===== config.mk =====
export PLATFORM = sky130hd
export DESIGN_NAME = imem_loader_flat
export DESIGN_NICKNAME = d
export VERILOG_FILES = /design/src/rtl/imem_loader_if.sv /design/src/rtl/imem_loader.sv /design/src/flat_wrapper.sv
export SDC_FILE = /design/constraint.sdc
export NUM_CORES = 1
export LEC_CHECK = 0
export CAP_MARGIN = 20
export CORE_MARGIN = 1
export CORE_UTILIZATION = 51
export CTS_CLUSTER_SIZE = 14
export DETAILED_ROUTE_END_ITERATION = 8
export PLACE_DENSITY = 0.76
export SLEW_MARGIN = 5
export SYNTH_ARGS = -nofsm -noshare
export SYNTH_HDL_FRONTEND = slang
export SYNTH_SLANG_ARGS = --single-unit

===== constraint.sdc =====
create_clock -name clk -period 5.4 [get_ports clk]
set_input_delay 0.54 -clock clk [delete_from_list [all_inputs] [get_ports clk]]
set_output_delay 0.54 -clock clk [all_outputs]
set_load 0.005 [all_outputs]

===== src/rtl/imem_loader_if.sv =====
// imem_loader_if -- byte-stream and instruction-memory write bundle for the
// boot loader.
//   start       : one-cycle load request              (master -> loader)
//   byte_in     : incoming program byte               (master -> loader)
//   byte_valid  : byte_in holds a valid byte          (master -> loader)
//   byte_ready  : loader accepts a byte this cycle    (loader -> master)
//   wr_en       : imem write strobe, one per word     (loader -> master)
//   wr_addr     : byte address of the written word    (loader -> master)
//   wr_data     : instruction word being written      (loader -> master)
//   cpu_hold    : keeps the CPU's PC frozen           (loader -> master)
//   done / err  : load finished / load aborted        (loader -> master)
interface imem_loader_if;
  logic        start;
  logic [7:0]  byte_in;
  logic        byte_valid;
  logic        byte_ready;
  logic        wr_en;
  logic [31:0] wr_addr;
  logic [31:0] wr_data;
  logic        cpu_hold;
  logic        done;
  logic        err;

  modport master (
    output start, byte_in, byte_valid,
    input  byte_ready, wr_en, wr_addr, wr_data, cpu_hold, done, err
  );

  modport slave (
    input  start, byte_in, byte_valid,
    output byte_ready, wr_en, wr_addr, wr_data, cpu_hold, done, err
  );
endinterface


===== src/rtl/imem_loader.sv =====
// imem_loader -- receives a program over a byte stream and writes it into
// instruction memory while holding the CPU.
// Stream format: 16-bit word count N (MSB first), then N 32-bit words, each
// MSB first. Words are written to BASE_ADDR, BASE_ADDR+4, ...
// Ports:
//   clk  : single clock, rising edge
//   rst  : asynchronous active-high reset
//   bus  : imem_loader_if.slave (start, byte stream, imem write, status)
// Parameters: BASE_ADDR (first word address), DEPTH (capacity in words),
//   TIMEOUT (max idle cycles between accepted bytes while loading).
// All outputs are registered and derived from the next state, so they line
// up exactly with the state they describe.
module imem_loader #(
  parameter logic [31:0] BASE_ADDR = 32'h0000_0000,
  parameter int unsigned DEPTH     = 256,
  parameter int unsigned TIMEOUT   = 1000
) (
  input logic          clk,
  input logic          rst,
  imem_loader_if.slave bus
);

  localparam int unsigned TW = $clog2(TIMEOUT + 1);

  typedef enum logic [2:0] {
    S_IDLE, S_HDR_HI, S_HDR_LO, S_LOAD, S_WRITE, S_DONE, S_ERR
  } state_e;

  state_e        state_q, state_d;
  logic [15:0]   n_q, n_d;               // word count from header
  logic [15:0]   word_cnt_q, word_cnt_d; // words written so far
  logic [1:0]    byte_cnt_q, byte_cnt_d; // bytes of current word received
  logic [TW-1:0] tmo_q, tmo_d;           // idle cycles since last byte
  logic [23:0]   shift_q, shift_d;       // first three bytes of a word
  logic [31:0]   addr_q, addr_d;         // address of the next word
  logic [31:0]   wr_addr_q, wr_addr_d;
  logic [31:0]   wr_data_q, wr_data_d;
  logic          wr_en_q, wr_en_d;
  logic          byte_ready_q, byte_ready_d;
  logic          cpu_hold_q, cpu_hold_d;
  logic          done_q, done_d;
  logic          err_q, err_d;

  logic          accept;
  logic [15:0]   n_val;
  logic [TW-1:0] tmo_inc;
  logic [15:0]   word_inc;

  always_comb begin
    // NOTE: every signal assigned here gets a default first; a path that left
    // one unassigned would infer a latch.
    state_d    = state_q;
    n_d        = n_q;
    word_cnt_d = word_cnt_q;
    byte_cnt_d = byte_cnt_q;
    tmo_d      = tmo_q;
    shift_d    = shift_q;
    addr_d     = addr_q;
    wr_addr_d  = wr_addr_q;
    wr_data_d  = wr_data_q;

    accept   = bus.byte_valid && byte_ready_q;
    n_val    = {n_q[15:8], bus.byte_in};
    tmo_inc  = tmo_q + TW'(1);
    word_inc = word_cnt_q + 16'd1;

    // Idle-gap watchdog shared by the three byte-receiving states. A timeout
    // drops any partial word: byte_cnt is cleared on the next start.
    if (state_q inside {S_HDR_HI, S_HDR_LO, S_LOAD}) begin
      if (accept) begin
        tmo_d = '0;
      end else begin
        tmo_d = tmo_inc;
        if (tmo_inc == TW'(TIMEOUT)) state_d = S_ERR;
      end
    end

    case (state_q)
      S_IDLE, S_DONE, S_ERR: begin
        if (bus.start) begin
          state_d    = S_HDR_HI;
          word_cnt_d = '0;
          byte_cnt_d = '0;
          tmo_d      = '0;
          addr_d     = BASE_ADDR;
          wr_addr_d  = BASE_ADDR;
        end
      end
      S_HDR_HI: begin
        if (accept) begin
          n_d[15:8] = bus.byte_in;
          state_d   = S_HDR_LO;
        end
      end
      S_HDR_LO: begin
        if (accept) begin
          n_d = n_val;
          if (n_val == 16'd0)            state_d = S_DONE;
          else if (32'(n_val) > DEPTH)   state_d = S_ERR;
          else                           state_d = S_LOAD;
        end
      end
      S_LOAD: begin
        if (accept) begin
          if (byte_cnt_q == 2'd3) begin
            wr_data_d  = {shift_q, bus.byte_in};
            wr_addr_d  = addr_q;
            byte_cnt_d = '0;
            state_d    = S_WRITE;
          end else begin
            shift_d    = {shift_q[15:0], bus.byte_in};
            byte_cnt_d = byte_cnt_q + 2'd1;
          end
        end
      end
      S_WRITE: begin
        word_cnt_d = word_inc;
        addr_d     = addr_q + 32'd4;
        state_d    = (word_inc == n_q) ? S_DONE : S_LOAD;
      end
      default: state_d = S_IDLE;
    endcase

    byte_ready_d = state_d inside {S_HDR_HI, S_HDR_LO, S_LOAD};
    wr_en_d      = (state_d == S_WRITE);
    cpu_hold_d   = (state_d != S_DONE);
    done_d       = (state_d == S_DONE);
    err_d        = (state_d == S_ERR);
  end

  always_ff @(posedge clk or posedge rst) begin
    if (rst) begin
      state_q      <= S_IDLE;
      n_q          <= '0;
      word_cnt_q   <= '0;
      byte_cnt_q   <= '0;
      tmo_q        <= '0;
      shift_q      <= '0;
      addr_q       <= BASE_ADDR;
      wr_addr_q    <= BASE_ADDR;
      wr_data_q    <= '0;
      wr_en_q      <= 1'b0;
      byte_ready_q <= 1'b0;
      cpu_hold_q   <= 1'b1;
      done_q       <= 1'b0;
      err_q        <= 1'b0;
    end else begin
      // NOTE: non-blocking assignments so every flop samples pre-edge values.
      state_q      <= state_d;
      n_q          <= n_d;
      word_cnt_q   <= word_cnt_d;
      byte_cnt_q   <= byte_cnt_d;
      tmo_q        <= tmo_d;
      shift_q      <= shift_d;
      addr_q       <= addr_d;
      wr_addr_q    <= wr_addr_d;
      wr_data_q    <= wr_data_d;
      wr_en_q      <= wr_en_d;
      byte_ready_q <= byte_ready_d;
      cpu_hold_q   <= cpu_hold_d;
      done_q       <= done_d;
      err_q        <= err_d;
    end
  end

  assign bus.byte_ready = byte_ready_q;
  assign bus.wr_en      = wr_en_q;
  assign bus.wr_addr    = wr_addr_q;
  assign bus.wr_data    = wr_data_q;
  assign bus.cpu_hold   = cpu_hold_q;
  assign bus.done       = done_q;
  assign bus.err        = err_q;

endmodule


===== src/flat_wrapper.sv =====
// flat-port wrapper written by rule: the top's interface ports become plain ports
module imem_loader_flat 
#(
  parameter logic [31:0] BASE_ADDR = 32'h0000_0000,
  parameter int unsigned DEPTH     = 256,
  parameter int unsigned TIMEOUT   = 1000
)
  (clk, rst, bus_start, bus_byte_in, bus_byte_valid, bus_byte_ready, bus_wr_en, bus_wr_addr, bus_wr_data, bus_cpu_hold, bus_done, bus_err);
  imem_loader_if bus_i ();
  input logic clk;
  input logic rst;
  input wire logic [$bits(bus_i.start)-1:0] bus_start;
  input wire logic [$bits(bus_i.byte_in)-1:0] bus_byte_in;
  input wire logic [$bits(bus_i.byte_valid)-1:0] bus_byte_valid;
  output wire logic [$bits(bus_i.byte_ready)-1:0] bus_byte_ready;
  output wire logic [$bits(bus_i.wr_en)-1:0] bus_wr_en;
  output wire logic [$bits(bus_i.wr_addr)-1:0] bus_wr_addr;
  output wire logic [$bits(bus_i.wr_data)-1:0] bus_wr_data;
  output wire logic [$bits(bus_i.cpu_hold)-1:0] bus_cpu_hold;
  output wire logic [$bits(bus_i.done)-1:0] bus_done;
  output wire logic [$bits(bus_i.err)-1:0] bus_err;
  assign bus_i.start = bus_start;
  assign bus_i.byte_in = bus_byte_in;
  assign bus_i.byte_valid = bus_byte_valid;
  assign bus_byte_ready = bus_i.byte_ready;
  assign bus_wr_en = bus_i.wr_en;
  assign bus_wr_addr = bus_i.wr_addr;
  assign bus_wr_data = bus_i.wr_data;
  assign bus_cpu_hold = bus_i.cpu_hold;
  assign bus_done = bus_i.done;
  assign bus_err = bus_i.err;
  imem_loader #(.BASE_ADDR(BASE_ADDR), .DEPTH(DEPTH), .TIMEOUT(TIMEOUT)) u_core (.clk(clk), .rst(rst), .bus(bus_i));
endmodule

==> results of run 1 <==
[worst register-to-register path, stage by stage, from the launching register on]
cell and delay [ns]:
sky130_fd_sc_hd__dfrtp_1 0.53, sky130_fd_sc_hd__nor3b_4 0.70, sky130_fd_sc_hd__and4_4 0.36, sky130_fd_sc_hd__and4_1 0.33, sky130_fd_sc_hd__and3_1 0.23, sky130_fd_sc_hd__and4_1 0.33, sky130_fd_sc_hd__nand3_1 0.13, sky130_fd_sc_hd__mux2i_1 0.14
[flip-flops by register name, summed over array words and instances (netlist names)]
register               count
u_core.bus.wr_data        32
u_core.addr_q             30
u_core.bus.wr_addr        30
u_core.shift_q            24
u_core.n_q                16
u_core.word_cnt_q         16
u_core.tmo_q              10
u_core.state_q             3
u_core.byte_cnt_q          2
u_core.bus.byte_ready      1
u_core.bus.cpu_hold        1
u_core.bus.done            1
u_core.bus.err             1
u_core.bus.wr_en           1
[stage by stage]
step	setup slack, ns	power [mW]
detailed placement	2.344	2.942
global placement	2.403	2.886
CTS	2.514	4.144
finish	2.522	4.159
global route	2.290	4.385
floorplan	0.3149	2.519
[report_power, final]
group / leakage [nW] / internal (mW) / switching [mW]
clock: 0.272 / 0.676 / 0.511
sequential: 2.25 / 1.54 / 0.277
combinational: 1.61 / 0.569 / 0.584
total: 4.13 / 2.79 / 1.37
[placed cells by master (no fill, tap or decap), drive strengths merged, types with 9 or more instances in the layout]
cell / n
clkbuf: 20
and3: 16
inv: 12
xnor2: 12
clkdlybuf4s50: 78
mux2i: 20
nand3: 36
a21oi: 21
nand4: 10
dfrtp: 167
o21ai: 74
nand2: 127
mux2: 72
nor3: 9
nor2: 39
xor2: 11
[kinds of logic (layout without fill, tap and decap cells)]
kind of cell	Yosys count	after routing	synth area share (%)
flops	168	168	53.65
other cells	1	2	0.04784
compound gates	132	132	9.689
simple gates	284	284	17.53
fa+ha+maj	4	4	0.6385
mux	92	92	12.90
xor+xnor	24	24	2.857
buf+inv	49	127	2.697
[how the worst max path moves through the flow]
| stage | from | end | slack (ns) | depth (start not counted) |
|---|---|---|---|---|
| 6_report | u_core.state_q[0]$_DFF_PP0_ | u_core.addr_q[28]$_DFFE_PP0P_ | 2.52 | 7 |
| 5_1_grt | u_core.state_q[0]$_DFF_PP0_ | u_core.addr_q[28]$_DFFE_PP0P_ | 2.29 | 7 |
| 4_1_cts | u_core.state_q[0]$_DFF_PP0_ | u_core.addr_q[28]$_DFFE_PP0P_ | 2.51 | 7 |
| 3_5_place_dp | bus_byte_valid | u_core.shift_q[22]$_DFFE_PP0P_ | 2.34 | 5 |
| 3_3_place_gp | bus_byte_valid | u_core.shift_q[18]$_DFFE_PP0P_ | 2.40 | 5 |
| 2_1_floorplan | rst | u_core.addr_q[10]$_DFFE_PP0P_ | 0.31 | 1 |
[layout make-up]
cell class / instances / area [um^2]
fill: 1146 / 5380
sequential: 168 / 4205
multi-input combinational: 538 / 3436
timing repair buffer: 86 / 880.8
clock buffer: 20 / 466.7
tap: 184 / 230.2
clock inverter: 12 / 116.4
inverter: 9 / 38.79
[cell usage after synthesis (2+ instances only)]
cell type,number,share of area (%)
sky130_fd_sc_hd__dfrtp_1,167,53
sky130_fd_sc_hd__nand2_1,127,6.1
sky130_fd_sc_hd__o21ai_0,73,4.7
sky130_fd_sc_hd__mux2_2,72,10
sky130_fd_sc_hd__nor2_1,39,1.9
sky130_fd_sc_hd__nand3_1,35,2.2
sky130_fd_sc_hd__clkbuf_1,25,1.2
sky130_fd_sc_hd__a21oi_1,21,1.3
sky130_fd_sc_hd__mux2i_1,20,2.6
sky130_fd_sc_hd__and3_1,16,1.3
sky130_fd_sc_hd__xnor2_1,12,1.3
sky130_fd_sc_hd__xor2_1,11,1.2
sky130_fd_sc_hd__buf_2,10,0.64
sky130_fd_sc_hd__nand4_1,10,0.80
sky130_fd_sc_hd__inv_1,9,0.43
sky130_fd_sc_hd__nor3_1,8,0.51
sky130_fd_sc_hd__o31ai_1,8,0.77
sky130_fd_sc_hd__and2_1,7,0.56
sky130_fd_sc_hd__and4_1,7,0.78
sky130_fd_sc_hd__nor2b_1,7,0.56
sky130_fd_sc_hd__nor4_1,7,0.56
sky130_fd_sc_hd__a31oi_1,6,0.48
sky130_fd_sc_hd__buf_4,4,0.38
sky130_fd_sc_hd__ha_1,4,0.64
sky130_fd_sc_hd__nand2b_1,4,0.32
sky130_fd_sc_hd__o22ai_1,4,0.32
sky130_fd_sc_hd__a21o_1,3,0.29
sky130_fd_sc_hd__nor3b_1,3,0.29
sky130_fd_sc_hd__o211ai_1,3,0.29
sky130_fd_sc_hd__nand4b_1,2,0.22
sky130_fd_sc_hd__o2111ai_1,2,0.22
sky130_fd_sc_hd__o21a_1,2,0.19
sky130_fd_sc_hd__or3_1,2,0.16
sky130_fd_sc_hd__or4_1,2,0.19
[layer usage]
layer | wire (um) | vias to the layer above | share of wire, %
li1 | - | 2796 | -
met1 | 7640 | 2894 | 46
met2 | 8033 | 196 | 48
met3 | 824 | 20 | 4.9
met4 | 258 | 0 | 1.5
met5 | 0 | - | 0
==> results.cfg, run 1 <==
[hold_path]
hp-class = input port to async pin

[setup_path]
cp.buffers_inverters = 0
path_delay_family = simple AND/OR/NAND/NOR gates
r2r_setup_slack_ns = 2.52
worst-r2r-cell-count = 7
cp_data_required_time_ns = 5.71
cp-end-kind = register
cp_max_fo = 18
setup.worst_path.start_class = register
slowest_library_cell_on_the_worst_path = sky130_fd_sc_hd__nor3b_4
cp_common_cell = sky130_fd_sc_hd__and4_1
criticalPathCategory = register to register
cp_slowest_stage_delay_ns = 0.70
reg2reg_from = u_core.state_q[0]$_DFF_PP0_
rr_endpoint = u_core.addr_q[28]$_DFFE_PP0P_
worstPathArrival_ns = 3.18
crit_path_cell_trace = nor3b_4 > and4_4 > and4_1 > and3_1 > and4_1 > nand3_1 > mux2i_1

[layout]
finalNetCount = 836
final_util_pct = 63.53
area.growth.synth_to_final_pct = 19.58
n_antenna_cell = 0
instances_no_fill = 1017
stdcell_area_mm2 = 0.009374
drive_gt1_share_pct = 14.77

[synthesis]
synthesis.area_mm2 = 0.007839
synth.yosys.warnings = 0
synth_seq_cells = 168
syn_inst_count = 754
post_synth.cell_area_avg_um2 = 10.40
synth-async-reset-ratio_pct = 100.0
synthDistinctLibCells = 56
synth-seq-area-share_pct = 53.65
synth-edff-count = 0
ys_dominant_reg_cell = sky130_fd_sc_hd__dfrtp_1

[grt]
grt_overflow = 0
grt_pass1_wl_um = 28800
grt.met3_usage_pct = 5.055
grt_use_total_pct = 22.66
number_of_antenna_violations_at_the_first_check_in_global_routing = 0
grt_start_max_net_pins = 114
first_global_vias = 5837
grt_most_used_layer = met2
grt_util_met2_pct = 37.05
use_met1_pct = 29.60

[detailed_routing]
initialDrtViolationCount = 402
routed_wl_um = 16760
antenna_violating_nets_post_route = 0
first_pass_iters = 5
drc = 0
vias = 5906
avgRoutedWirePerCell_um = 16.47
vias_per_cell = 5.807

[pwr]
areal_power_density_over_the_cells_mw_per_mm2 = 443.7
vdd_ir_drop_max_v = 0.0002973
leakage_nw = 4.131

[die]
start_util_pct = 53.13
die_h_um = 126.0
design.core.area_mm2 = 0.01475
floorplan.die_area_mm2 = 0.01587
horizontal_die_dimension_um = 126.0
top_level_ports = 81
floorplan.rows = 44

[placed_design]
detailed_place_hpwl_um = 11170
post_place_instance_area_mm2 = 0.008721
port_buffers = 78
place.gp.congestion = 0.9255
place_inst = 981

[timing]
setup-violations-final = 0
clock.fmax_ghz = 0.3474
final_max_slew_viol_count = 0
layout_worst_path_cycle_share_pct = 53.30
grt_setup_unrepaired = no
worst_clock_skew_ns = 0.01008
timing.slew.headroom_pct = 40.66
period_needed_ns = 2.878
worst-slew-pin-transition_ns = 0.8901
hold_viol_final = 0
sum_of_negative_setup_slack_ns = 0
fin_worst_hold_slack_ns = 0.4045

[status]
outcome = complete, no violations

[clock_tree]
tritoncts = yes
post-cts-setup-buffer-count = 0
cts_root_buf = sky130_fd_sc_hd__clkbuf_16
maximum_level_of_the_cts_h_tree = 4
clock_insertion_delay_worst_skew_ns = 0.43
tritoncts.num_buffers = 17
cts_hold_repair.buffers = 0
max-clock-path-buffers = 2
clk_pin_slew_ns = 0.07
post_cts_resize_count = 0
cts.sink_count = 168

[job]
drv_cap = 0
Power figures use the tool's default switching activity.
==> inputs of run 2 (changes only) <==
==> constraint.sdc (replaced) <==
create_clock -name clk -period 2.4 [get_ports clk]
set_input_delay 0.24 -clock clk [delete_from_list [all_inputs] [get_ports clk]]
set_output_delay 0.24 -clock clk [all_outputs]
set_load 0.005 [all_outputs]
==> run 2 against run 1 <==
  * Power rose by 130%
  * Combinational power rose by 150%
  * Critical path type unchanged
  * Setup slack got worse by 2.4 ns
  * Sequential cell count did not move
  * First-iteration DRC count rose by 6.5%
  * Core utilization rose by 2.7 points
  * Die area did not move
  * Sequential share of layout area fell by 1.8 points
  * Highest routed layer unchanged
  * Clock-buffer cell count fell by 2
  * Maximum frequency rose by 25%
==> results.cfg, run 2 (synthesized netlist as in run 1, its figures left out) <==
[timing]
post-route-worst-setup-slack_ns = 0.1014
fin_worst_hold_slack_ns = 0.3126
sum_of_negative_setup_slack_ns = 0
worst-slew-pin-transition_ns = 0.6753
final_max_slew_viol_count = 0
grt_setup_unrepaired = no
setup-violations-final = 0
layout_worst_path_cycle_share_pct = 95.78
period_needed_ns = 2.299
worst_clock_skew_ns = 0.01007
timing.slew.headroom_pct = 54.93
clock.fmax_ghz = 0.4350
hold_viol_final = 0

[layout]
n_antenna_cell = 0
top_library_cells_by_usage_in_the_layout_fill_and_taps_aside = sky130_fd_sc_hd__dfrtp_1, sky130_fd_sc_hd__nand2_1, sky130_fd_sc_hd__clkdlybuf4s50_1, sky130_fd_sc_hd__o21ai_0, sky130_fd_sc_hd__mux2_2
drive_gt1_share_pct = 19.95
area.growth.synth_to_final_pct = 24.64
largest_reg_flops = 32
stdcell_area_mm2 = 0.009771
final_common_cell = sky130_fd_sc_hd__dfrtp_1
finalNetCount = 880

[pwr]
areal_power_density_over_the_cells_mw_per_mm2 = 985.0
vdd_ir_drop_max_v = 0.0007164
leakage_nw = 4.382

[status]
outcome = complete, no violations

[clock_tree]
clk_pin_slew_ns = 0.07
maximum_level_of_the_cts_h_tree = 4
cts.sink_count = 168
tritoncts = yes
tritoncts.num_buffers = 17
clock_insertion_delay_worst_skew_ns = 0.44
cts_root_buf = sky130_fd_sc_hd__clkbuf_16
max-clock-path-buffers = 2

[grt]
grt_pass1_wl_um = 29540
number_of_antenna_violations_at_the_first_check_in_global_routing = 0
grt_overflow = 0
first_global_vias = 5952
grt_start_max_net_pins = 87
grt_use_total_pct = 23.79

[detailed_routing]
initialDrtViolationCount = 428
first_pass_iters = 5
drc = 0
met2_wirelength_um = 8693
drt-met1-wl_um = 7898
highest-signal-layer = met4
routed_wl_um = 17860
routed-wl-met3_um = 891
avgRoutedWirePerCell_um = 16.83
vias_per_cell = 5.749
vias = 6100
antenna_violating_nets_post_route = 0

[placed_design]
port_buffers = 78
post_place_instance_area_mm2 = 0.009095
detailed_place_hpwl_um = 12100
place.gp.congestion = 0.8745
dpl_worst_slack_ns = -0.02954

[setup_path]
slowest_library_cell_on_the_worst_path = sky130_fd_sc_hd__dfrtp_1
cp_common_cell = sky130_fd_sc_hd__and3_1
cp-end-kind = register
cp_data_required_time_ns = 2.76
cp_slowest_stage_delay_ns = 0.44
crit_path_cell_trace = ha_4 > and3_1 > and3_1 > xnor2_1 > nand4_1 > nor4_2 > nor2_1 > or2_1
cp_max_fo = 5
setup.worst_path.start_class = register
worstPathArrival_ns = 2.66
criticalPathCategory = register to register

[die]
horizontal_die_dimension_um = 126.0
start_util_pct = 53.13
top_level_ports = 81
floorplan.rows = 44
floorplan.die_area_mm2 = 0.01587
die_h_um = 126.0
design.core.area_mm2 = 0.01475

[hold_path]
hp-class = input port to async pin

[job]
drv_cap = 0
[run 2: path summary, 6_finish.rpt]
path / from / end / slack, ns / cells after the start
worst max-delay path: u_core.word_cnt_q[1]$_DFFE_PP0P_ / u_core.bus.cpu_hold$_DFF_PP1_ / 0.10 / 8
worst min-delay path: rst / u_core.bus.wr_addr[29]$_DFFE_PP0P_ / 0.31 / 3
worst max register to register: u_core.word_cnt_q[1]$_DFFE_PP0P_ / u_core.bus.cpu_hold$_DFF_PP1_ / 0.10 / 8
worst min register to register: u_core.bus.wr_addr[12]$_DFFE_PP0P_ / u_core.bus.wr_addr[12]$_DFFE_PP0P_ / 0.47 / 2
max in group asynchronous: rst / u_core.bus.wr_addr[9]$_DFFE_PP0P_ / 1.72 / 3
min in group clk: u_core.bus.wr_addr[12]$_DFFE_PP0P_ / u_core.bus.wr_addr[12]$_DFFE_PP0P_ / 0.47 / 2
[run 2: layer usage]
layer | track usage (%) | vias up
met3 | 5.650 | 30
li1 | - | 2888
met4 | 8.859 | 0
met1 | 30.99 | 3014
met2 | 38.80 | 168
met5 | 0 | -
[run 2: where the power goes]
group | internal, mW | total (mW) | switching, mW
sequential | 3.47 | 4.03 | 0.567
clock | 1.51 | 2.74 | 1.23
combinational | 1.42 | 2.85 | 1.43
[run 2: metrics by stage]
stage	power, mW	util, %	std cells
finish	9.624	66.22	1061
detailed placement	6.832	61.64	1026
global route	10.14	66.22	1061
global placement	6.693	61.64	1026
floorplan	5.669	-	755
CTS	9.633	65.76	1059
[run 2: layout make-up]
class,instances,area [um^2]
tap,184,230.2
clock inverter,14,155.1
inverter,9,37.54
fill,1118,4984
timing repair buffer,129,1212
sequential,168,4205
clock buffer,18,439.2
multi-input combinational,539,3491
[run 2: critical path, delay by kind of cell (launching register included)]
kind          cells  cell delay [ns]
simple gates      6             1.40
xor+xnor          1             0.20
flops             1             0.44
fa+ha+maj         1             0.19
[run 2: timing repair]
action	4_1_cts	5_1_grt
buffers inserted	0	1
pin swaps	2	5
endpoints found under the setup margin	15	38
hold buffers	0	0
cloned	1	0
resized for setup	2	9
==> inputs of run 3 (changes only) <==
--- a/config.mk
+++ b/config.mk
@@ -10,6 +10,7 @@
 export CORE_UTILIZATION = 51
 export CTS_CLUSTER_SIZE = 14
 export DETAILED_ROUTE_END_ITERATION = 8
+export GPL_ROUTABILITY_DRIVEN = 0
 export PLACE_DENSITY = 0.76
 export SLEW_MARGIN = 5
 export SYNTH_ARGS = -nofsm -noshare
==> run 3 against run 2 <==
  * Design area rose by 0.92%
  * Clock skew down 0.0011 ns
  * Non-clock buffer count up 5
  * Routed wire length shrank 2.4%
  * Power rose by 0.75%
  * Largest cell class unchanged
  * Setup slack worse by 0.067 ns
==> results.cfg, run 3 (synthesized netlist as in run 1, its figures left out) <==
[layout]
final_common_cell = sky130_fd_sc_hd__dfrtp_1
largest_reg_flops = 32
area.growth.synth_to_final_pct = 25.79
top_library_cells_by_usage_in_the_layout_fill_and_taps_aside = sky130_fd_sc_hd__dfrtp_1, sky130_fd_sc_hd__nand2_1, sky130_fd_sc_hd__clkdlybuf4s50_1, sky130_fd_sc_hd__o21ai_0, sky130_fd_sc_hd__mux2_2
drive_gt1_share_pct = 20.45
finalNetCount = 884
instances_no_fill = 1064
n_antenna_cell = 0

[timing]
clock.fmax_ghz = 0.4227
timing.slew.headroom_pct = 52.79
final_max_slew_viol_count = 0
grt_setup_unrepaired = yes
layout_worst_path_cycle_share_pct = 98.58
worst_clock_skew_ns = 0.008922
period_needed_ns = 2.366
worst-slew-pin-transition_ns = 0.7082
hold_viol_final = 0
fin_worst_hold_slack_ns = 0.2088
setup-violations-final = 0

[clock_tree]
cts_root_buf = sky130_fd_sc_hd__clkbuf_16
clock_insertion_delay_worst_skew_ns = 0.43
clk_pin_slew_ns = 0.06
maximum_level_of_the_cts_h_tree = 4
tritoncts = yes
tritoncts.num_buffers = 17
max-clock-path-buffers = 2
cts.sink_count = 168

[grt]
grt_pass1_wl_um = 29190
grt_overflow = 0
grt_use_total_pct = 23.04
number_of_antenna_violations_at_the_first_check_in_global_routing = 0
grt_start_max_net_pins = 61
first_global_vias = 6027

[pwr]
leakage_nw = 4.445
net-switching-power_mw = 3.110
proportion_of_power_drawn_by_combinational_gates_pct = 29.3
power_switching_share_pct = 32.08
power.share.sequential_pct = 41.6
clkPwrFrac_pct = 29.1
areal_power_density_over_the_cells_mw_per_mm2 = 983.3
cell_internal_pwr_mw = 6.586
vdd_ir_drop_max_v = 0.0007086

[setup_path]
cp_max_fo = 6
worstPathArrival_ns = 2.71
cp_data_required_time_ns = 2.75
criticalPathCategory = register to register
r2r_setup_slack_ns = 0.03
worst-r2r-cell-count = 9
rr_endpoint = u_core.bus.cpu_hold$_DFF_PP1_
reg2reg_from = u_core.word_cnt_q[0]$_DFFE_PP0P_
cp-end-kind = register
setup.worst_path.start_class = register

[placed_design]
place_inst = 1029
port_buffers = 78
detailed_place_hpwl_um = 12150

[detailed_routing]
initialDrtViolationCount = 488
avgRoutedWirePerCell_um = 16.39
drc = 0
first_pass_iters = 5
antenna_violating_nets_post_route = 0
vias_per_cell = 5.722
vias = 6088
routed_wl_um = 17440

[die]
floorplan.die_area_mm2 = 0.01587
horizontal_die_dimension_um = 126.0
top_level_ports = 81
start_util_pct = 53.13
floorplan.rows = 44
die_h_um = 126.0
design.core.area_mm2 = 0.01475

[job]
drv_cap = 0

[hold_path]
hp-class = input port to async pin

[status]
outcome = complete, no violations
## run 3: area by class of cell
class | instances | area, um^2
sequential | 168 | 4207
inverter | 9 | 37.54
timing repair buffer | 134 | 1267
multi-input combinational | 538 | 3510
clock inverter | 11 | 162.7
fill | 1094 | 4893
clock buffer | 20 | 446.7
tap | 184 | 230.2
## run 3: how the worst max path moves through the flow
stage | to | slack (ns) | cells after the start | from
6_report | u_core.bus.cpu_hold$_DFF_PP1_ | 0.03 | 9 | u_core.word_cnt_q[0]$_DFFE_PP0P_
5_1_grt | u_core.bus.cpu_hold$_DFF_PP1_ | -0.06 | 9 | u_core.word_cnt_q[0]$_DFFE_PP0P_
4_1_cts | u_core.bus.cpu_hold$_DFF_PP1_ | 0.006 | 8 | u_core.word_cnt_q[0]$_DFFE_PP0P_
3_5_place_dp | u_core.bus.cpu_hold$_DFF_PP1_ | -0.08 | 8 | u_core.word_cnt_q[0]$_DFFE_PP0P_
3_3_place_gp | u_core.bus.cpu_hold$_DFF_PP1_ | 0.02 | 8 | u_core.word_cnt_q[0]$_DFFE_PP0P_
2_1_floorplan | u_core.addr_q[10]$_DFFE_PP0P_ | 0.02 | 1 | rst
## run 3: per-layer routing
layer / global-route usage [%] / part of all wire [%]
met5: 0 / 0
met4: 10.06 / 2.5
met1: 29.68 / 44
met2: 37.34 / 48
met3: 5.353 / 5.3
## run 3: power groups by stage
stage               logic [mW]  clock network [mW]  registers, mW
floorplan                 1.77                   0           3.90
global placement          2.67                   0           4.01
detailed placement        2.75                   0           4.05
CTS                       2.78                2.86           4.02
global route              3.12                2.99           4.10
finish                    2.84                2.82           4.03
## run 3: timing repair
item                                   4_1_cts  5_1_grt
hold buffers                                 0        0
setup endpoints to repair                    2       45
pin swaps                                    2        5
buffers inserted                             2        1
endpoints found under the hold margin        0        0
gates resized for setup                      3       13
## run 3: worst max-delay path, cell delays in order (launching register included)
cell                       delay (ns)
sky130_fd_sc_hd__dfrtp_1         0.36
sky130_fd_sc_hd__buf_4           0.15
sky130_fd_sc_hd__nand4_1         0.14
sky130_fd_sc_hd__buf_4           0.18
sky130_fd_sc_hd__nor3_4          0.15
sky130_fd_sc_hd__mux2_2          0.36
sky130_fd_sc_hd__a2111o_1        0.32
sky130_fd_sc_hd__nor4_4          0.29
sky130_fd_sc_hd__nor2_1          0.08
sky130_fd_sc_hd__or2_1           0.26
## run 3: per-stage QoR
step                      setup WS [ns]  area, um^2  utilization [%]  total power [mW]   TNS, ns
after floorplan                 0.02008        7846                -             5.669         0
after global placement          0.02301        9130            61.88             6.676         0
after detailed placement       -0.07770        9130            61.88             6.806  -0.09961
after CTS                      0.005786        9769            66.21             9.650         0
after global routing           -0.05592        9861            66.83             10.21  -0.05592
final                           0.03417        9861            66.83             9.696         0
